[config.mk]
export PLATFORM = sky130hd
export DESIGN_NAME = trng_cal_sequencer_flat
export DESIGN_NICKNAME = d
export VERILOG_FILES = /design/src/rtl/trng_pkg.sv /design/src/rtl/trng_cal_sequencer_if.sv /design/src/rtl/trng_bias_window.sv /design/src/rtl/trng_cal_sequencer.sv /design/src/flat_wrapper.sv
export SDC_FILE = /design/constraint.sdc
export NUM_CORES = 1
export LEC_CHECK = 0
export CORE_MARGIN = 2
export CORE_UTILIZATION = 45
export CTS_CLUSTER_SIZE = 16
export DETAILED_ROUTE_END_ITERATION = 7
export GPL_TIMING_DRIVEN = 0
export PLACE_DENSITY = 0.72
export SLEW_MARGIN = 25
export SYNTH_ARGS = -nofsm -noshare
export SYNTH_HDL_FRONTEND = slang
export SYNTH_SLANG_ARGS = --single-unit
[constraint.sdc]
create_clock -name clk -period 3.9 [get_ports clk]
set_input_delay 0.78 -clock clk [delete_from_list [all_inputs] [get_ports clk]]
set_output_delay 0.78 -clock clk [all_outputs]
set_load 0.005 [all_outputs]
[src/rtl/trng_pkg.sv]
// Shared definitions for the metastability TRNG slice: calibration state
// encoding and the default bias-window geometry, which the online health-test
// block will reuse so both blocks judge bias in the same way.
package trng_pkg;

   typedef enum logic [2:0] {
      IDLE       = 3'd0,
      PI_RESET   = 3'd1,
      WAIT_LOCK  = 3'd2,
      BIAS_CHECK = 3'd3,
      RETRY      = 3'd4,
      RUN        = 3'd5,
      FAIL       = 3'd6
   } trng_cal_state_e;

   // Bias window of 2^TRNG_WIN_WIDTH samples, accepted when the ones count
   // lies within TRNG_BIAS_TOL of half the window (inclusive).
   localparam int TRNG_WIN_WIDTH = 8;
   localparam int TRNG_BIAS_TOL  = 16;

endpackage

[src/rtl/trng_cal_sequencer_if.sv]
// Signal bundle between the calibration sequencer and its surroundings
// (phase controller, raw bit source, entropy consumer, host control).
//
// Signalling: enable is a level (0 forces the sequencer idle); start is a
// single-cycle request that is honoured only in IDLE, RUN or FAIL and ignored
// while busy. entropy_valid qualifies entropy_bit on every cycle it is high;
// there is no backpressure, so a consumer that is not ready simply drops bits.
// state is the registered FSM state, exported for observation only.
interface trng_cal_sequencer_if #(
   parameter int DL_CODE_WIDTH = 6,
   parameter int MAX_RETRY     = 3
);
   localparam int RC_WIDTH = $clog2(MAX_RETRY + 1);

   logic                         enable;
   logic                         start;
   logic                         pi_locked;
   logic                         pi_delay_update;
   logic [DL_CODE_WIDTH-1:0]     clk_code_in;
   logic [DL_CODE_WIDTH-1:0]     data_code_in;
   logic                         trng_bit;

   logic                         pi_rstn;
   logic                         busy;
   logic                         cal_done;
   logic                         cal_fail;
   logic                         entropy_valid;
   logic                         entropy_bit;
   logic [RC_WIDTH-1:0]          retry_count;
   logic [DL_CODE_WIDTH-1:0]     clk_code_snap;
   logic [DL_CODE_WIDTH-1:0]     data_code_snap;
   trng_pkg::trng_cal_state_e    state;

   // Sequencer side.
   modport slave (
      input  enable, start, pi_locked, pi_delay_update,
             clk_code_in, data_code_in, trng_bit,
      output pi_rstn, busy, cal_done, cal_fail, entropy_valid, entropy_bit,
             retry_count, clk_code_snap, data_code_snap, state
   );

   // Environment side (host, phase controller, bit source).
   modport master (
      output enable, start, pi_locked, pi_delay_update,
             clk_code_in, data_code_in, trng_bit,
      input  pi_rstn, busy, cal_done, cal_fail, entropy_valid, entropy_bit,
             retry_count, clk_code_snap, data_code_snap, state
   );

endinterface

[src/rtl/trng_bias_window.sv]
// Ones-count bias window. Counts exactly 2^WIN_WIDTH samples while en is
// high and flags, on the final sample, whether the ones count is within
// BIAS_TOL of half the window. Counters are WIN_WIDTH+1 bits so that an
// all-ones window is representable and the deviation never wraps.
module trng_bias_window
   import trng_pkg::*;
#(
   parameter int WIN_WIDTH = TRNG_WIN_WIDTH,
   parameter int BIAS_TOL  = TRNG_BIAS_TOL
) (
   input  logic clk,
   input  logic rstn,
   input  logic clr,
   input  logic en,
   input  logic sample_bit,
   output logic window_done,
   output logic bias_ok
);
   localparam int CW = WIN_WIDTH + 1;
   localparam logic [CW-1:0] WIN_LAST = CW'((1 << WIN_WIDTH) - 1);
   localparam logic [CW-1:0] HALF     = CW'(1 << (WIN_WIDTH - 1));
   localparam logic [CW-1:0] TOL      = CW'(BIAS_TOL);

   logic [CW-1:0] sample_cnt;
   logic [CW-1:0] ones_cnt;
   logic [CW-1:0] ones_next;
   logic [CW-1:0] deviation;

   // Sample and ones counters; clr has priority so a fresh window always starts at zero.
   always_ff @(posedge clk) begin
      if (!rstn || clr) begin
         sample_cnt <= '0;
         ones_cnt   <= '0;
      end else if (en) begin
         sample_cnt <= sample_cnt + 1'b1;
         ones_cnt   <= ones_next;
      end
   end

   // The verdict includes the sample being taken this cycle, so the caller
   // can leave the window on the same edge that takes the last sample.
   assign ones_next   = ones_cnt + CW'(sample_bit);
   assign window_done = en && (sample_cnt == WIN_LAST);
   assign deviation   = (ones_next >= HALF) ? (ones_next - HALF) : (HALF - ones_next);
   assign bias_ok     = (deviation <= TOL);

endmodule

[src/rtl/trng_cal_sequencer.sv]
// Calibration sequencer for the metastability TRNG slice. Resets the
// delay-line phase controller, waits for a stable lock (with timeout),
// qualifies the raw stream with a bias window, and only then releases
// entropy. Failed attempts are retried a bounded number of times; a delay
// update during RUN re-locks without resetting the phase controller.
module trng_cal_sequencer
   import trng_pkg::*;
#(
   parameter int DL_CODE_WIDTH = 6,
   parameter int PI_RST_CYCLES = 4,
   parameter int LOCK_TIMEOUT  = 4096,
   parameter int SETTLE_CYCLES = 16,
   parameter int WIN_WIDTH     = TRNG_WIN_WIDTH,
   parameter int BIAS_TOL      = TRNG_BIAS_TOL,
   parameter int MAX_RETRY     = 3
) (
   input logic                  clk,
   input logic                  rstn,
   trng_cal_sequencer_if.slave  bus
);
   localparam int TO_W  = $clog2(LOCK_TIMEOUT + 1);
   localparam int ST_W  = $clog2(SETTLE_CYCLES + 1);
   localparam int RST_W = $clog2(PI_RST_CYCLES + 1);
   localparam int RC_W  = $clog2(MAX_RETRY + 1);

   trng_cal_state_e          state;
   trng_cal_state_e          state_next;
   logic [RST_W-1:0]         rst_cnt;
   logic [RST_W-1:0]         rst_next;
   logic [TO_W-1:0]          to_cnt;
   logic [TO_W-1:0]          to_next;
   logic [ST_W-1:0]          settle_cnt;
   logic [ST_W-1:0]          settle_next;
   logic [RC_W-1:0]          retry_cnt;
   logic [RC_W-1:0]          retry_next;

   logic                     pi_rstn_q;
   logic                     busy_q;
   logic                     cal_done_q;
   logic                     cal_fail_q;
   logic                     entropy_valid_q;
   logic                     entropy_bit_q;
   logic [DL_CODE_WIDTH-1:0] clk_snap_q;
   logic [DL_CODE_WIDTH-1:0] data_snap_q;

   logic                     window_done;
   logic                     bias_ok;

   trng_bias_window #(
      .WIN_WIDTH (WIN_WIDTH),
      .BIAS_TOL  (BIAS_TOL)
   ) u_bias_window (
      .clk         (clk),
      .rstn        (rstn),
      .clr         (state != BIAS_CHECK),
      .en          (state == BIAS_CHECK),
      .sample_bit  (bus.trng_bit),
      .window_done (window_done),
      .bias_ok     (bias_ok)
   );

   // Next-state and counter update; every counter is zero outside its own state.
   always_comb begin
      state_next  = state;
      rst_next    = '0;
      to_next     = '0;
      settle_next = '0;
      retry_next  = retry_cnt;
      case (state)
         IDLE: begin
            if (bus.start) begin
               state_next = PI_RESET;
               retry_next = '0;
            end
         end
         PI_RESET: begin
            if (rst_cnt == RST_W'(PI_RST_CYCLES - 1)) state_next = WAIT_LOCK;
            else                                      rst_next   = rst_cnt + 1'b1;
         end
         WAIT_LOCK: begin
            to_next     = to_cnt + 1'b1;
            settle_next = bus.pi_locked ? (settle_cnt + 1'b1) : '0;
            // Lock is tested first so it wins a same-cycle timeout.
            if (settle_next == ST_W'(SETTLE_CYCLES))  state_next = BIAS_CHECK;
            else if (to_next == TO_W'(LOCK_TIMEOUT))  state_next = RETRY;
         end
         BIAS_CHECK: begin
            if (!bus.pi_locked)  state_next = RETRY;
            else if (window_done) state_next = bias_ok ? RUN : RETRY;
         end
         RETRY: begin
            if (retry_cnt == RC_W'(MAX_RETRY)) begin
               state_next = FAIL;
            end else begin
               state_next = PI_RESET;
               retry_next = retry_cnt + 1'b1;
            end
         end
         RUN: begin
            if (bus.start) begin
               state_next = PI_RESET;
               retry_next = '0;
            end else if (bus.pi_delay_update || !bus.pi_locked) begin
               state_next = WAIT_LOCK;
            end
         end
         FAIL: begin
            if (bus.start) begin
               state_next = PI_RESET;
               retry_next = '0;
            end
         end
         default: state_next = IDLE;
      endcase

      if (!bus.enable) begin
         state_next = IDLE;
         retry_next = '0;
      end

      // Counters only carry over while the FSM stays in the owning state.
      if (state_next != PI_RESET || state != PI_RESET) rst_next = '0;
      if (state_next != WAIT_LOCK || state != WAIT_LOCK) begin
         to_next     = '0;
         settle_next = '0;
      end
   end

   // State, counters and all outputs registered together from the next state.
   always_ff @(posedge clk) begin
      if (!rstn) begin
         state           <= IDLE;
         rst_cnt         <= '0;
         to_cnt          <= '0;
         settle_cnt      <= '0;
         retry_cnt       <= '0;
         pi_rstn_q       <= 1'b0;
         busy_q          <= 1'b0;
         cal_done_q      <= 1'b0;
         cal_fail_q      <= 1'b0;
         entropy_valid_q <= 1'b0;
         entropy_bit_q   <= 1'b0;
         clk_snap_q      <= '0;
         data_snap_q     <= '0;
      end else begin
         state           <= state_next;
         rst_cnt         <= rst_next;
         to_cnt          <= to_next;
         settle_cnt      <= settle_next;
         retry_cnt       <= retry_next;
         pi_rstn_q       <= !(state_next inside {IDLE, PI_RESET, FAIL});
         busy_q          <= (state_next inside {PI_RESET, WAIT_LOCK, BIAS_CHECK, RETRY});
         cal_done_q      <= (state_next == RUN);
         cal_fail_q      <= (state_next == FAIL);
         entropy_valid_q <= (state_next == RUN);
         entropy_bit_q   <= bus.trng_bit;
         if (state_next == RUN && state != RUN) begin
            clk_snap_q  <= bus.clk_code_in;
            data_snap_q <= bus.data_code_in;
         end
      end
   end

   assign bus.pi_rstn        = pi_rstn_q;
   assign bus.busy           = busy_q;
   assign bus.cal_done       = cal_done_q;
   assign bus.cal_fail       = cal_fail_q;
   assign bus.entropy_valid  = entropy_valid_q;
   assign bus.entropy_bit    = entropy_bit_q;
   assign bus.retry_count    = retry_cnt;
   assign bus.clk_code_snap  = clk_snap_q;
   assign bus.data_code_snap = data_snap_q;
   assign bus.state          = state;

endmodule
[src/flat_wrapper.sv]
// flat-port wrapper written by rule: the top's interface ports become plain ports
module trng_cal_sequencer_flat import trng_pkg::*;
#(
   parameter int DL_CODE_WIDTH = 6,
   parameter int PI_RST_CYCLES = 4,
   parameter int LOCK_TIMEOUT  = 4096,
   parameter int SETTLE_CYCLES = 16,
   parameter int WIN_WIDTH     = TRNG_WIN_WIDTH,
   parameter int BIAS_TOL      = TRNG_BIAS_TOL,
   parameter int MAX_RETRY     = 3
)
  (clk, rstn, bus_enable, bus_start, bus_pi_locked, bus_pi_delay_update, bus_clk_code_in, bus_data_code_in, bus_trng_bit, bus_pi_rstn, bus_busy, bus_cal_done, bus_cal_fail, bus_entropy_valid, bus_entropy_bit, bus_retry_count, bus_clk_code_snap, bus_data_code_snap, bus_state);
  trng_cal_sequencer_if #(.DL_CODE_WIDTH(DL_CODE_WIDTH), .MAX_RETRY(MAX_RETRY)) bus_i ();
  input logic clk;
  input logic rstn;
  input wire logic [$bits(bus_i.enable)-1:0] bus_enable;
  input wire logic [$bits(bus_i.start)-1:0] bus_start;
  input wire logic [$bits(bus_i.pi_locked)-1:0] bus_pi_locked;
  input wire logic [$bits(bus_i.pi_delay_update)-1:0] bus_pi_delay_update;
  input wire logic [$bits(bus_i.clk_code_in)-1:0] bus_clk_code_in;
  input wire logic [$bits(bus_i.data_code_in)-1:0] bus_data_code_in;
  input wire logic [$bits(bus_i.trng_bit)-1:0] bus_trng_bit;
  output wire logic [$bits(bus_i.pi_rstn)-1:0] bus_pi_rstn;
  output wire logic [$bits(bus_i.busy)-1:0] bus_busy;
  output wire logic [$bits(bus_i.cal_done)-1:0] bus_cal_done;
  output wire logic [$bits(bus_i.cal_fail)-1:0] bus_cal_fail;
  output wire logic [$bits(bus_i.entropy_valid)-1:0] bus_entropy_valid;
  output wire logic [$bits(bus_i.entropy_bit)-1:0] bus_entropy_bit;
  output wire logic [$bits(bus_i.retry_count)-1:0] bus_retry_count;
  output wire logic [$bits(bus_i.clk_code_snap)-1:0] bus_clk_code_snap;
  output wire logic [$bits(bus_i.data_code_snap)-1:0] bus_data_code_snap;
  output wire logic [$bits(bus_i.state)-1:0] bus_state;
  assign bus_i.enable = bus_enable;
  assign bus_i.start = bus_start;
  assign bus_i.pi_locked = bus_pi_locked;
  assign bus_i.pi_delay_update = bus_pi_delay_update;
  assign bus_i.clk_code_in = bus_clk_code_in;
  assign bus_i.data_code_in = bus_data_code_in;
  assign bus_i.trng_bit = bus_trng_bit;
  assign bus_pi_rstn = bus_i.pi_rstn;
  assign bus_busy = bus_i.busy;
  assign bus_cal_done = bus_i.cal_done;
  assign bus_cal_fail = bus_i.cal_fail;
  assign bus_entropy_valid = bus_i.entropy_valid;
  assign bus_entropy_bit = bus_i.entropy_bit;
  assign bus_retry_count = bus_i.retry_count;
  assign bus_clk_code_snap = bus_i.clk_code_snap;
  assign bus_data_code_snap = bus_i.data_code_snap;
  assign bus_state = bus_i.state;
  trng_cal_sequencer #(.DL_CODE_WIDTH(DL_CODE_WIDTH), .PI_RST_CYCLES(PI_RST_CYCLES), .LOCK_TIMEOUT(LOCK_TIMEOUT), .SETTLE_CYCLES(SETTLE_CYCLES), .WIN_WIDTH(WIN_WIDTH), .BIAS_TOL(BIAS_TOL), .MAX_RETRY(MAX_RETRY)) u_core (.clk(clk), .rstn(rstn), .bus(bus_i));
endmodule
==> reports/results.ini, run 1 <==
[final_layout]
num_antenna_cells=0
fin_util_pct=58.2
drive_gt1_share_pct=10.8
layout_commonest_cell=dfxtp_1
layout.nets=430
final_cells=483
syn_to_final_growth_pct=24.0
final_cell_mix=dfxtp_1, nor2_1, nand2_1, clkdlybuf4s50_1, nand3_1

[sta]
worstMarginPinSlew_ns=0.557
final-hold-violation-count=0
setup_ws_ns=0.335
timing.fmax_mhz=280
period_needed_ns=3.57
rsz0062_at_grt=no
final.setup_skew_ns=0.0103
finalSetupViolCount=0
maxSlewViolCount=0
slew_headroom_pct=62.6
period_share_pct=91.4

[drt]
via_count=2536
vias_per_cell=5.25
wl_mm=6.56
drtIter0Drc=108
firstDrtPassIters=4
ant_nets=0
wl_per_cell_um=13.6
drc=0

[synthesis]
ys_ff_latch=61
synthFlopType=dfxtp_1
syn_nets=378
ys_async_sr_fraction_pct=0
synth.area.mux_share_pct=4.76
synth_area_leaders=dfxtp_1, nor2_1, nand2_1, xnor2_1, xor2_1
synth_top_area_share_pct=40.7
synth_edf_count=0
ys_seq_area_share_pct=40.7
synth_top_family_by_area=simple AND/OR/NAND/NOR gates
synthAdderAreaFrac_pct=4.17
synth.avg_cell_area_um2=8.59
synth_compound_area_share_pct=8.01
yosysWarnings=0
synthCells=349
synthSimpleGateAreaFrac_pct=27.6
synth_cell_type_count=53
synth_xor_area_share_pct=9.35
syn_area_um2=3000
yosys.area.top_type=dfxtp_1

[setup_path]
startpoint_type=flip-flop
cp.required_ns=4.17
arrival_ns=3.83
critPathKind=reg -> reg
crit_fanout=10
cp-end-kind=flip-flop

[grt]
grt_pass1_wl_mm=11.5
grt_pass1_vias=2578
grt-ovfl-total=0
grt_antenna_before_repair=0
grt_use_total_pct=19.6
grt_start_max_net_pins=12

[place]
post-dp-hpwl_mm=4.67
routabilityCongestion=0.843
dpl.cell_count=466
portBuffers=40
pre_cts_ws_ns=-0.510

[floorplan]
io_pins=42
die_w_um=85.6
fp.coreArea_um2=6390
num_rows=29
dieArea_um2=7330
initial_core_util_pct=47.0
chipHeight_um=85.6

[outcome]
status=finished clean

[min_path]
hold_path_class=reg -> reg

[cts]
cts-htree-levels=3
clock_sinks=61
numCtsBuffers=9
cts_root_buf=clkbuf_8
clk_latency_ns=0.34
cts_tree=done
clkTransAtPathRegs_ns=0.07
clk_path_buf_depth=2
cts_hold_buf=0

[power_and_ir_drop]
p_per_area_nw_per_um2=319
p_leak_nw=1.41
ir_drop_mv=0.190
finalPower_mw=1.19

[run]
maxCapViolCount=0

## per-stage QoR
step | TNS (ns) | hold WS [ns] | instance area [um^2]
final | 0 | 0.428 | 3720
after global routing | 0 | 0.441 | 3720
after CTS | 0 | 0.433 | 3710
after detailed placement | -10.99 | 0.423 | 3500
after global placement | -9.49 | 0.417 | 3500
after floorplan | 0 | 0.406 | 3000
## cells by family (layout without fill, tap and decap cells)
family	count (synthesis)	in the layout
and+or+nand+nor	169	169
DFF	61	61
AOI/OAI and AO/OA	34	34
xor gates and xnor gates	32	32
buffers and inverters	29	86
muxes	14	14
adders and majority gates	10	10
## sequential cells by signal (all words and copies together), names as in the netlist
register and flops:
u_core.u_bias_window.ones_cnt 9, u_core.bus.clk_code_snap 6, u_core.bus.busy 1, u_core.bus.entropy_valid 1, u_core.bus.state 3, u_core.rst_cnt 3, u_core.to_cnt 13, u_core.bus.data_code_snap 6
u_core.bus.pi_rstn 1, u_core.u_bias_window.sample_cnt 9, u_core.bus.entropy_bit 1, u_core.settle_cnt 5, u_core.bus.retry_count 2, u_core.bus.cal_fail 1
## synth_stat cells (3+ instances only)
cell,number
a21oi_1,8
a31oi_1,4
and3_1,5
buf_2,5
buf_6,3
clkbuf_1,9
dfxtp_1,61
ha_1,10
inv_1,9
mux2i_1,12
nand2_1,47
nand2b_1,7
nand3_1,19
nand4_1,6
nor2_1,49
nor2b_1,6
nor3_1,6
nor4_1,5
nor4b_1,3
o21ai_0,5
xnor2_1,16
xor2_1,16
## final timing paths
| path | startpoint | slack (ns) | endpoint | cells after the start |
|---|---|---|---|---|
| max | u_core.to_cnt[0] | 0.33 | u_core.bus.clk_code_snap[4] | 11 |
| min | u_core.rst_cnt[0] | 0.43 | u_core.rst_cnt[0] | 1 |
| max reg2reg | u_core.to_cnt[0] | 0.33 | u_core.bus.clk_code_snap[4] | 11 |
| min reg2reg | u_core.rst_cnt[0] | 0.43 | u_core.rst_cnt[0] | 1 |
## critical path, cell delays in order, from the launching register on
cell and delay (ns):
dfxtp_1 0.39, ha_1 0.24, nand4_1 0.25, nor3_1 0.41, mux2_2 0.38, a2111o_1 0.39
o31ai_2 0.49, nand3_1 0.14, or3_4 0.35, buf_6 0.14, buf_12 0.14, mux2i_1 0.16
## per-layer routing
layer / GRT usage [%] / share of wire [%] / up-vias
met3: 4.43 / 2.5 / 8
met1: 24.3 / 47 / 1197
met5: 0 / 0 / -
li1: - / - / 1300
met2: 32.2 / 50 / 31
met4: 9.81 / 1.1 / 0
## where the power goes
group	internal [mW]	switching (mW)	leakage, nW
clock	0.245	0.260	0.0880
sequential	0.624	0.000565	0.492
combinational	0.0294	0.0264	0.834
total	0.899	0.287	1.41
## repair_timing
action | in CTS | in global routing
hold endpoints to repair | 0 | 0
pin swaps | 1 | 3
endpoints found under the setup margin | 15 | 24
resized for setup | 7 | 2
buffers inserted | 1 | 0
## cell type report
| class | count | area, um^2 |
|---|---|---|
| Clock inverter | 6 | 38.8 |
| Buffer | 20 | 131 |
| Fill cell | 589 | 2670 |
| Multi-Input combinational cell | 259 | 1650 |
| Inverter | 9 | 33.8 |
| Clock buffer | 10 | 138 |
| Timing Repair Buffer | 41 | 410 |
| Sequential cell | 61 | 1220 |
| Tap cell | 77 | 96.3 |
Note: power is estimated with default switching activity, not from simulation.
==> run 2, diff against run 1 <==
- clock period: 3.9 -> 4.3 ns (I/O delays scaled with it)
==> run 2 against run 1 <==
- global-route usage fell by 0.26 points
- largest cell class unchanged
- combinational power fell by 11%
- clock power fell by 8.7%
- via count rose by 0.16%
- utilization fell by 0.63 points
- clock skew fell by 0.0011 ns
- non-clock buffer count fell by 1
- largest power group unchanged
- sequential share of layout area rose by 0.36 points
- sequential power fell by 9.3%
- critical endpoint unchanged
- cell count fell by 0.21%
- critical path depth rose by 5
- clock-buffer cell count did not move
==> reports/results.ini, run 2 (synthesized netlist as in run 1, its figures left out) <==
[cts]
numCtsBuffers=9  ; unchanged
clk_latency_ns=0.35  ; about the same
cts_root_buf=clkbuf_8
cts_tree=done
clk_path_buf_depth=2  ; unchanged
cts-htree-levels=3  ; unchanged
clkTransAtPathRegs_ns=0.07  ; about the same
clock_sinks=61  ; unchanged

[place]
post-dp-hpwl_mm=4.67  ; unchanged
dpl.cell_count=466  ; unchanged
portBuffers=40  ; unchanged
routabilityCongestion=0.843  ; unchanged

[drt]
via_count=2540  ; +0.16%
vias_per_cell=5.27  ; +0.37%
drtIter0Drc=108  ; unchanged
firstDrtPassIters=4  ; unchanged
wl_per_cell_um=13.4  ; -1.1%
wl_mm=6.48  ; -1.3%
ant_nets=0  ; unchanged
drc=0  ; unchanged

[setup_path]
cp.required_ns=4.58  ; +0.41 ns
cpMaxStageDelayCell=clkdlybuf4s50_1
crit_fanout=10  ; unchanged
cp-end-kind=flip-flop
cpPeakStageDelay_ns=0.47  ; -0.02 ns
startpoint_type=input pin
worstPathCellList=clkdlybuf4s50_1, ha_1, ha_1, buf_6, nand4_1, xor2_1, ha_1, nand2b_1, or4_1, o22ai_1, nor4bb_1, buf_6, or3_4, buf_6, buf_12, mux2i_1
critPathKind=in -> reg
cp_top_family=simple AND/OR/NAND/NOR gates
cp_num_buf_inv=5  ; +3
arrival_ns=4.28  ; +0.45 ns

[final_layout]
reg_top3=u_core.to_cnt x13, u_core.u_bias_window.ones_cnt x9, u_core.u_bias_window.sample_cnt x9
num_antenna_cells=0  ; unchanged
layout_commonest_cell=dfxtp_1
drive_gt1_share_pct=9.63  ; -1.2 points
fin_util_pct=57.6  ; -0.63 points
layout.nets=429  ; -0.23%
top_register=u_core.to_cnt
largest_reg_flops=13  ; unchanged
final_cells=482  ; -0.21%
final_cell_mix=dfxtp_1, nor2_1, nand2_1, clkdlybuf4s50_1, nand3_1
syn_to_final_growth_pct=22.7

[outcome]
status=finished clean

[grt]
grt_use_total_pct=19.4  ; -0.26 points
grt-ovfl-total=0  ; unchanged
grt_antenna_before_repair=0  ; unchanged
grt_pass1_wl_mm=11.3  ; -1.4%
grt_pass1_vias=2543  ; -1.4%
grt_start_max_net_pins=12  ; unchanged

[power_and_ir_drop]
power.switching_mw=0.263  ; -8.3%
p_comb_share_pct=4.6  ; about the same
p_int_mw=0.814  ; -9.4%
p_clk_share_pct=42.8  ; +0.2 points
p_leak_nw=1.40  ; -0.94%
p_per_area_nw_per_um2=293  ; -8.1%
ir_drop_mv=0.173  ; -9.1%
seqPwrFrac_pct=52.6  ; about the same
p_sw_share_pct=24.4  ; +0.21 points

[sta]
worstMarginPinSlew_ns=0.529  ; -0.0285 ns
slew_headroom_pct=64.5  ; +1.9 points
setup_tns_ns=0  ; unchanged
period_share_pct=93.1
timing.fmax_mhz=250
maxSlewViolCount=0  ; unchanged
final.setup_skew_ns=0.00925  ; -0.00107 ns
final-hold-violation-count=0  ; unchanged
rsz0062_at_grt=no
period_needed_ns=4.00
finalSetupViolCount=0  ; unchanged

[floorplan]
chipHeight_um=85.6  ; unchanged
die_w_um=85.6  ; unchanged
io_pins=42  ; unchanged
initial_core_util_pct=47.0  ; unchanged
fp.coreArea_um2=6390  ; unchanged
dieArea_um2=7330  ; unchanged
num_rows=29  ; unchanged

[run]
maxCapViolCount=0  ; unchanged

[min_path]
hold_path_class=reg -> reg

run 2: metrics by stage:
step	setup slack (ns)	power (mW)	hold WS, ns	instance area [um^2]
CTS	0.159	1.09	0.433	3670
finish	0.297	1.08	0.428	3680
detailed placement	-0.190	0.629	0.423	3500
floorplan	0.722	0.603	0.406	3000
global placement	-0.148	0.628	0.417	3500
global route	0.0586	1.11	0.441	3680
run 2: timing repair:
item,CTS,global route
endpoints found under the hold margin,0,0
hold buffers,0,0
buffers inserted,0,0
gates resized for setup,0,3
setup endpoints to repair,0,10
run 2: path summary, 6_finish.rpt:
kind	startpoint	cells after the start	to	slack (ns)
setup / recovery	bus_trng_bit	16	u_core.bus.clk_code_snap[4]	0.30
setup reg to reg	u_core.to_cnt[0]	11	u_core.bus.clk_code_snap[4]	0.76
hold reg to reg	u_core.rst_cnt[0]	1	u_core.rst_cnt[0]	0.43
hold / removal	u_core.rst_cnt[0]	1	u_core.rst_cnt[0]	0.43
run 2: per-layer routing:
| layer | track usage [%] | share of wire [%] |
|---|---|---|
| met3 | 4.43 | 3.1 |
| met5 | 0 | 0 |
| met2 | 31.7 | 49 |
| met4 | 9.52 | 2.0 |
| met1 | 24.0 | 46 |
run 2: layout make-up:
type | instances | area (um^2)
buffer | 20 | 129
fill | 592 | 2710
tap | 77 | 96.3
sequential | 61 | 1220
clock buffer | 10 | 138
clock inverter | 6 | 38.8
timing repair buffer | 40 | 400
multi-input combinational | 259 | 1620
inverter | 9 | 33.8
run 2: power groups by stage:
| stage | Clock, mW | Sequential [mW] | Combinational, mW |
|---|---|---|---|
| finish | 0.461 | 0.567 | 0.0498 |
| global route | 0.492 | 0.566 | 0.0547 |
| CTS | 0.472 | 0.567 | 0.0496 |
| detailed placement | 0 | 0.580 | 0.0493 |
| global placement | 0 | 0.580 | 0.0486 |
| floorplan | 0 | 0.580 | 0.0228 |
==> run 3, diff against run 2 <==
- PLACE_DENSITY: 0.72 -> 0.68
==> run 3 against run 2 <==
- hold slack improved by 0.021 ns
- sequential share of layout area decreased by 0.29 points
- largest power group unchanged
- fmax decreased by 1.4%
- sequential power about the same
- design area increased by 0.88%
- clock power increased by 10%
- clock skew increased by 0.0046 ns
- clock-buffer cell count unchanged
- combinational power increased by 0.8%
==> reports/results.ini, run 3 (synthesized netlist as in run 1, its figures left out) <==
[outcome]
status=finished clean

[drt]
ant_nets=0  ; unchanged
drtIter0Drc=96  ; -11%
drc=0  ; unchanged
wl_per_cell_um=12.8  ; -4.7%
via_count=2479  ; -2.4%
vias_per_cell=5.14  ; -2.4%
firstDrtPassIters=4  ; unchanged
wl_mm=6.17  ; -4.7%

[cts]
cts-htree-levels=3  ; unchanged
cts_root_buf=clkbuf_8
numCtsBuffers=9  ; unchanged
clkTransAtPathRegs_ns=0.07  ; about the same
clk_path_buf_depth=2  ; unchanged
cts_setup_buffers=0  ; unchanged
clock_sinks=61  ; unchanged
cts_tree=done
clk_latency_ns=0.34  ; about the same

[min_path]
worstHoldEndpoint=u_core.rst_cnt[0]
worstHoldStart=u_core.rst_cnt[0]
hold_path_class=reg -> reg
hold_depth=1  ; unchanged

[sta]
slew_headroom_pct=65.1  ; +0.59 points
maxSlewViolCount=0  ; unchanged
final-hold-violation-count=0  ; unchanged
timing.fmax_mhz=246  ; -1.4%
finalSetupViolCount=0  ; unchanged
period_needed_ns=4.06  ; +0.0584 ns
final.setup_skew_ns=0.0139  ; +0.00461 ns
period_share_pct=94.4  ; +1.4 points
rsz0062_at_grt=no
worstMarginPinSlew_ns=0.520  ; -0.00880 ns

[final_layout]
final_cell_mix=dfxtp_1, nor2_1, nand2_1, clkdlybuf4s50_1, nand3_1
drive_gt1_share_pct=10.1  ; +0.49 points
final_cells=482  ; unchanged
layout.nets=429  ; unchanged
num_antenna_cells=0  ; unchanged
syn_to_final_growth_pct=23.7
n_fill_cell=575  ; -2.9%
layout_commonest_cell=dfxtp_1
final_area_um2=3710  ; +0.88%
largest_reg_flops=13  ; unchanged
top_register=u_core.to_cnt
reg_top3=u_core.to_cnt x13, u_core.u_bias_window.ones_cnt x9, u_core.u_bias_window.sample_cnt x9

[place]
post-dp-hpwl_mm=4.57  ; -2.3%
dpl.cell_count=466  ; unchanged
routabilityCongestion=0.852  ; +0.98%
portBuffers=40  ; unchanged
place_area_um2=3500  ; unchanged

[grt]
grt_use_total_pct=18.7  ; -0.68 points
grt_pass1_vias=2358  ; -7.3%
grt_pass1_wl_mm=10.9  ; -3.9%
grt-ovfl-total=0  ; unchanged
grt_start_max_net_pins=12  ; unchanged
grt_antenna_before_repair=0  ; unchanged

[setup_path]
cp-end-kind=flip-flop
r2r_end=u_core.bus.data_code_snap[2]
timing.rr.start=u_core.to_cnt[0]
crit_fanout=10  ; unchanged
cp.required_ns=4.52  ; -0.06 ns
arrival_ns=4.28  ; about the same
critPathKind=in -> reg
rrSetupSlack_ns=0.77  ; about the same
startpoint_type=input pin
rr_worst_depth=11  ; unchanged

[floorplan]
num_rows=29  ; unchanged
initial_core_util_pct=47.0  ; unchanged
die_w_um=85.6  ; unchanged
dieArea_um2=7330  ; unchanged
io_pins=42  ; unchanged
fp.coreArea_um2=6390  ; unchanged
chipHeight_um=85.6  ; unchanged

[run]
maxCapViolCount=0  ; unchanged

[power_and_ir_drop]
ir_drop_mv=0.200  ; +16%
p_leak_nw=1.41  ; +0.46%
p_per_area_nw_per_um2=303  ; +3.6%

-- run 3: final cells by class --
type | instances | area (um^2) | area share, %
multi-input cells | 259 | 1630 | 43.9
flip-flops and latches | 61 | 1220 | 32.9
repair buffers | 40 | 400 | 10.8
clock buffers | 10 | 138 | 3.71
plain buffers | 20 | 129 | 3.47
well taps | 77 | 96.3 | 2.60
clock inverters | 6 | 62.6 | 1.69
inverters | 9 | 33.8 | 0.910
-- run 3: repair_timing --
action | in CTS | in global routing
setup endpoints to repair | 0 | 16
resized for setup | 0 | 5
hold buffers | 0 | 0
-- run 3: worst max-delay path by stage --
stage	to	start	slack [ns]	depth (start not counted)
after global routing	u_core.bus.data_code_snap[4]	bus_trng_bit	0.004	16
after floorplan	u_core.bus.clk_code_snap[0]	bus_trng_bit	0.72	15
after CTS	u_core.to_cnt[1]	bus_trng_bit	0.13	17
final	u_core.bus.data_code_snap[2]	bus_trng_bit	0.24	16
after global placement	u_core.to_cnt[8]	bus_trng_bit	-0.08	17
after detailed placement	u_core.to_cnt[1]	bus_trng_bit	-0.21	17
-- run 3: critical path, cell delays in order --
cell and delay [ns]:
clkdlybuf4s50_1 0.50, ha_1 0.24, ha_1 0.19, buf_6 0.13
nand4_1 0.14, xor2_1 0.21, ha_2 0.23, nand2b_1 0.08
or4_1 0.39, o22ai_1 0.27, nor4bb_2 0.10, buf_6 0.15
or3_4 0.38, buf_6 0.14, buf_12 0.14, mux2i_1 0.11
-- run 3: power by group --
part	internal [mW]	switching [mW]
Combinational	0.0265	0.0237
Sequential	0.566	0.000538
Clock	0.281	0.228
Total	0.874	0.252
-- run 3: metrics by stage --
step	power [mW]	utilization, %	hold slack, ns	setup TNS, ns	setup slack [ns]
3_3_place_gp	0.628	54.7	0.416	-0.728	-0.0803
2_1_floorplan	0.603	-	0.406	0	0.722
5_1_grt	1.17	58.1	0.472	0	0.00389
4_1_cts	1.14	57.9	0.454	0	0.127
3_5_place_dp	0.629	54.7	0.444	-2.67	-0.205
6_report	1.13	58.1	0.449	0	0.239
-- run 3: layer usage --
layer / GRT usage (%) / share of wire [%] / vias up
met2: 29.5 / 45 / 35
met3: 4.04 / 3.6 / 11
met5: 0 / 0 / -
met4: 7.94 / 1.6 / 0
met1: 24.7 / 49 / 1144
li1: - / - / 1289
==> RTL edit 1, RTL diff (settings of run 2) <==
`PI_RST_CYCLES` is set to 4 in 2 places; all go to 8.
--- a/src/rtl/trng_cal_sequencer.sv
+++ b/src/rtl/trng_cal_sequencer.sv
@@ -7,7 +7,7 @@
    import trng_pkg::*;
 #(
    parameter int DL_CODE_WIDTH = 6,
-   parameter int PI_RST_CYCLES = 4,
+   parameter int PI_RST_CYCLES = 8,
    parameter int LOCK_TIMEOUT  = 4096,
    parameter int SETTLE_CYCLES = 16,
    parameter int WIN_WIDTH     = TRNG_WIN_WIDTH,
--- a/src/flat_wrapper.sv
+++ b/src/flat_wrapper.sv
@@ -2,7 +2,7 @@
 module trng_cal_sequencer_flat import trng_pkg::*;
 #(
    parameter int DL_CODE_WIDTH = 6,
-   parameter int PI_RST_CYCLES = 4,
+   parameter int PI_RST_CYCLES = 8,
    parameter int LOCK_TIMEOUT  = 4096,
    parameter int SETTLE_CYCLES = 16,
    parameter int WIN_WIDTH     = TRNG_WIN_WIDTH,
Formal check against the unedited RTL: not equivalent (Yosys sat finds a counterexample within 10 cycles, from zero or initial values and one cycle with rstn low).
==> RTL edit 1 against run 2 <==
  * Wire length grew 3.0%
  * Synthesized area increased by 3.5%
  * Setup slack improved by 0.11 ns
  * Synthesized cell count rose by 3.4%
  * Total power rose by 12%
  * Cell area up 4.3%
  * Count of clock-buffer cells in the layout fell by 1
  * Final cell count is 3.3% higher
  * Die area rose by 3.4%
  * Sequential cell count is 1 higher
  * Sequential share of layout area decreased by 0.85 points
  * Largest cell class unchanged
==> RTL edit 1: results (changes against run 2) <==
[global_route]
grtUsageTotal=0.186  ; was 0.194
grt_max_degree=13  ; was 12
grt_pass1_vias=2585  ; was 2543
grt_pass1_wl_um=11100  ; was 11300 um

[place]
gp_congestion=0.796  ; was 0.843
portBuffers=41  ; was 40
dpl.hpwl_um=4970  ; was 4670 um

[finish]
nNetsFinal=441  ; was 429
diodes=0  ; unchanged
drive_gt1_frac=0.0933  ; was 0.0963

[synth]
dominantRegCellSynth=dfxtp_1  ; unchanged
ys_types=56  ; was 53
synth_common_cells=dfxtp_1, nor2_1, nand3_1  ; was dfxtp_1, nor2_1, nand2_1
ys_top_cells_by_area=dfxtp_1, nor2_1, xnor2_1  ; was dfxtp_1, nor2_1, nand2_1
yosysSeqAreaShare=0.400  ; was 0.407
synth-async-reset-ratio=0  ; unchanged
synthesis.nets=389  ; was 378

[cts]
cts_resized=0  ; unchanged
cts_setup_buffers=0  ; unchanged
root_buffer=clkbuf_8  ; unchanged
clock_latency_ns=0.34
cts_buffer_depth=2  ; unchanged
numCtsBuffers=9  ; unchanged
cts-htree-levels=3  ; unchanged

[pwr]
max-vdd-ir-drop_mv=0.215  ; was 0.173 mV
power.leakage_nw=1.30  ; was 1.40 nW
power.internal_uw=931  ; was 814 uW

[worst_setup_path]
crit_family=compound AO/OA/AOI/OAI gates  ; was simple AND/OR/NAND/NOR gates
max_stage_delay_ns=0.48
arrival_ns=4.10  ; was 4.28 ns

[detailed_routing]
drt_iter0_markers=84  ; was 108
num_vias=2688  ; was 2540
wire_per_inst_um=13.4  ; about the same
drt_first_pass_iters=4  ; unchanged

[outcome]
status=complete, no violations  ; unchanged

[sta]
slew_headroom=0.622  ; was 0.645
clock_skew_ns=0.00831  ; was 0.00925 ns

[hold_path]
worstHoldPathType=reg -> reg  ; unchanged

[RTL edit 1: power groups by stage]
stage | clock network (mW) | logic (mW) | registers [mW]
6_report | 0.569 | 0.0566 | 0.576
2_1_floorplan | 0 | 0.0271 | 0.590
4_1_cts | 0.583 | 0.0560 | 0.576
3_5_place_dp | 0 | 0.0559 | 0.590
5_1_grt | 0.609 | 0.0611 | 0.576
3_3_place_gp | 0 | 0.0556 | 0.590
[RTL edit 1: cell families (layout without fill, tap and decap cells)]
| group | after synthesis | in the layout | synth area share |
|---|---|---|---|
| AOI/OAI and AO/OA | 60 | 60 | 0.139 |
| adders and majority gates | 9 | 9 | 0.0363 |
| muxes | 3 | 3 | 0.0101 |
| and+or+nand+nor | 166 | 166 | 0.283 |
| xor gates and xnor gates | 29 | 29 | 0.0818 |
| DFF | 62 | 62 | 0.400 |
| buffers and inverters | 32 | 89 | 0.0504 |
[RTL edit 1: stage by stage]
step	worst slack, ns	instances	total power, mW	area (um2)	hold slack, ns
floorplan	0.976	361	0.617	3110	0.418
global placement	0.190	482	0.645	3620	0.435
detailed placement	0.0788	482	0.645	3620	0.441
CTS	0.444	498	1.22	3840	0.452
global route	0.177	498	1.25	3840	0.459
finish	0.406	498	1.20	3840	0.448
[RTL edit 1: layer usage]
metal,up-vias,global-route usage,wire length (um)
met5,-,0,0
met4,0,0.0554,52
met3,4,0.0626,205
met2,34,0.312,3290
met1,1254,0.225,3130
li1,1396,-,-
[RTL edit 1: cell type report]
class	instances	area [um2]
fillers	620	2880
multi-input cells	267	1710
flip-flops and latches	62	1240
repair buffers	41	410
clock buffers	9	124
plain buffers	18	104
well taps	80	100
clock inverters	7	97.6
inverters	14	52.6
[RTL edit 1: path summary, 6_finish.rpt]
kind	start	to	slack [ns]	cells after the start
min	u_core.rst_cnt[0]$_SDFF_PP0_	u_core.rst_cnt[0]$_SDFF_PP0_	0.45	1
max	bus_trng_bit	u_core.bus.data_code_snap[0]$_SDFFE_PN0P_	0.41	16
min reg2reg	u_core.rst_cnt[0]$_SDFF_PP0_	u_core.rst_cnt[0]$_SDFF_PP0_	0.45	1
max reg2reg	u_core.u_bias_window.ones_cnt[0]$_SDFFE_PP0P_	u_core.bus.data_code_snap[0]$_SDFFE_PN0P_	1.10	15
==> RTL edit 2, RTL diff (flow settings as in run 2) <==
Made on the original files. Make the reset (`rstn`) asynchronous in one clocked block.
--- a/src/rtl/trng_cal_sequencer.sv
+++ b/src/rtl/trng_cal_sequencer.sv
@@ -127,7 +127,7 @@
    end
 
    // State, counters and all outputs registered together from the next state.
-   always_ff @(posedge clk) begin
+   always_ff @(posedge clk or negedge rstn) begin
       if (!rstn) begin
          state           <= IDLE;
          rst_cnt         <= '0;
Formal check against the unedited RTL: differs if rstn is asserted again (counterexample within 4 cycles, from zero or initial values and one cycle with rstn low); with rstn held inactive, the same outputs for 10 cycles.
==> RTL edit 2 against run 2 <==
  * Setup slack improved by 0.12 ns
  * Total power increased by 20%
  * Via count decreased by 2.2%
  * Cell area increased by 7.3%
  * Final cell count decreased by 1.7%
  * Wire length decreased by 1.9%
  * Synthesized area increased by 4.8%
  * Sequential cell count unchanged
  * Worst hold slack improved by 0.019 ns
  * Fmax increased by 3.1%
  * Global-route usage decreased by 1.8 points
  * Register-to-register slack improved by 0.37 ns
  * Largest power group is now the clock network
  * Highest routed layer unchanged
==> RTL edit 2: results (changes against run 2) <==
[place]
gp_congestion=0.840  ; was 0.843
portBuffers=41  ; was 40
dpl.hpwl_um=4560  ; was 4670 um

[global_route]
grt_pass1_wl_um=10500  ; was 11300 um
grtUsageTotal=0.176  ; was 0.194
grt_pass1_vias=2295  ; was 2543
grt_use_met2=0.276  ; was 0.317
grt_max_degree=29  ; was 12

[worst_setup_path]
arrival_ns=4.11  ; was 4.28 ns
r2r_cells=14  ; was 11
cp-endpoint=u_core.bus.clk_code_snap[3]$_DFFE_PN0P_  ; was u_core.bus.clk_code_snap[4]$_SDFFE_PN0P_
reg2reg_from=u_core.u_bias_window.ones_cnt[0]$_SDFFE_PP0P_  ; was u_core.to_cnt[0]$_SDFF_PP0_
crit_family=compound AO/OA/AOI/OAI gates  ; was simple AND/OR/NAND/NOR gates

[synth]
yosysSeqAreaShare=0.457  ; was 0.407
synth-adder-area-share=0.0358  ; was 0.0417
synth_edf_count=0  ; unchanged
ys_top_cells_by_area=dfrtp_1, dfxtp_1, nor2_1  ; was dfxtp_1, nor2_1, nand2_1
synthesis.nets=348  ; was 378
dominantRegCellSynth=dfrtp_1  ; was dfxtp_1
synth_common_cells=nor2_1, dfrtp_1, xnor2_1  ; was dfxtp_1, nor2_1, nand2_1
synthMuxAreaShare=0.0167  ; was 0.0476
ys_types=62  ; was 53
synth_compound_area_frac=0.132  ; was 0.0801
synthXorXnorAreaFrac=0.0891  ; was 0.0935
synth-async-reset-ratio=0.705  ; was 0

[hold_path]
hp-start=u_core.rst_cnt[0]$_DFF_PN0_  ; was u_core.rst_cnt[0]$_SDFF_PP0_
hold_end=u_core.rst_cnt[0]$_DFF_PN0_  ; was u_core.rst_cnt[0]$_SDFF_PP0_

[sta]
tightest_slew_ns=0.484  ; was 0.529 ns
clock_skew_ns=0.00804  ; was 0.00925 ns

[pwr]
max-vdd-ir-drop_mv=0.167  ; was 0.173 mV
power.internal_mw=1.04  ; was 814 uW
clock_net_power_uw=654  ; was 461 uW
seqPwrFrac=0.446  ; was 0.526

[detailed_routing]
wl_met2_um=2900  ; was 3160 um
via_per_inst=5.24  ; was 5.27
met3_length_um=190  ; was 202 um
wire_per_inst_um=13.4  ; about the same
drt_iter0_markers=72  ; was 108
met1_length_um=3130  ; was 2980 um

[finish]
diodes=0  ; unchanged
drive_gt1_frac=0.127  ; was 0.0963
nNetsFinal=401  ; was 429

[outcome]
status=complete, no violations  ; unchanged

[RTL edit 2: cell types whose count changed after synthesis, moves of 9 or more]
| cell | before | now |
|---|---|---|
| a22o_1 | 0 | 13 |
| dfrtp_1 | 0 | 43 |
| dfxtp_1 | 61 | 18 |
| mux2i_1 | 12 | 3 |
| nand2_1 | 47 | 15 |
[RTL edit 2: through the flow]
stage	instance area, um2	hold WS (ns)	cells	worst slack, ns
2_1_floorplan	3140	0.410	320	0.950
3_3_place_gp	3670	0.422	457	0.104
3_5_place_dp	3690	0.433	458	0.0726
4_1_cts	3950	0.442	474	0.424
5_1_grt	3950	0.465	474	0.0947
6_report	3950	0.447	474	0.419
[RTL edit 2: layout make-up]
type / count / area (um2)
well taps: 96 / 120
clock inverters: 3 / 90.1
multi-input cells: 233 / 1580
inverters: 11 / 41.3
fillers: 599 / 2850
flip-flops and latches: 61 / 1440
repair buffers: 42 / 425
plain buffers: 15 / 90.1
clock buffers: 13 / 169
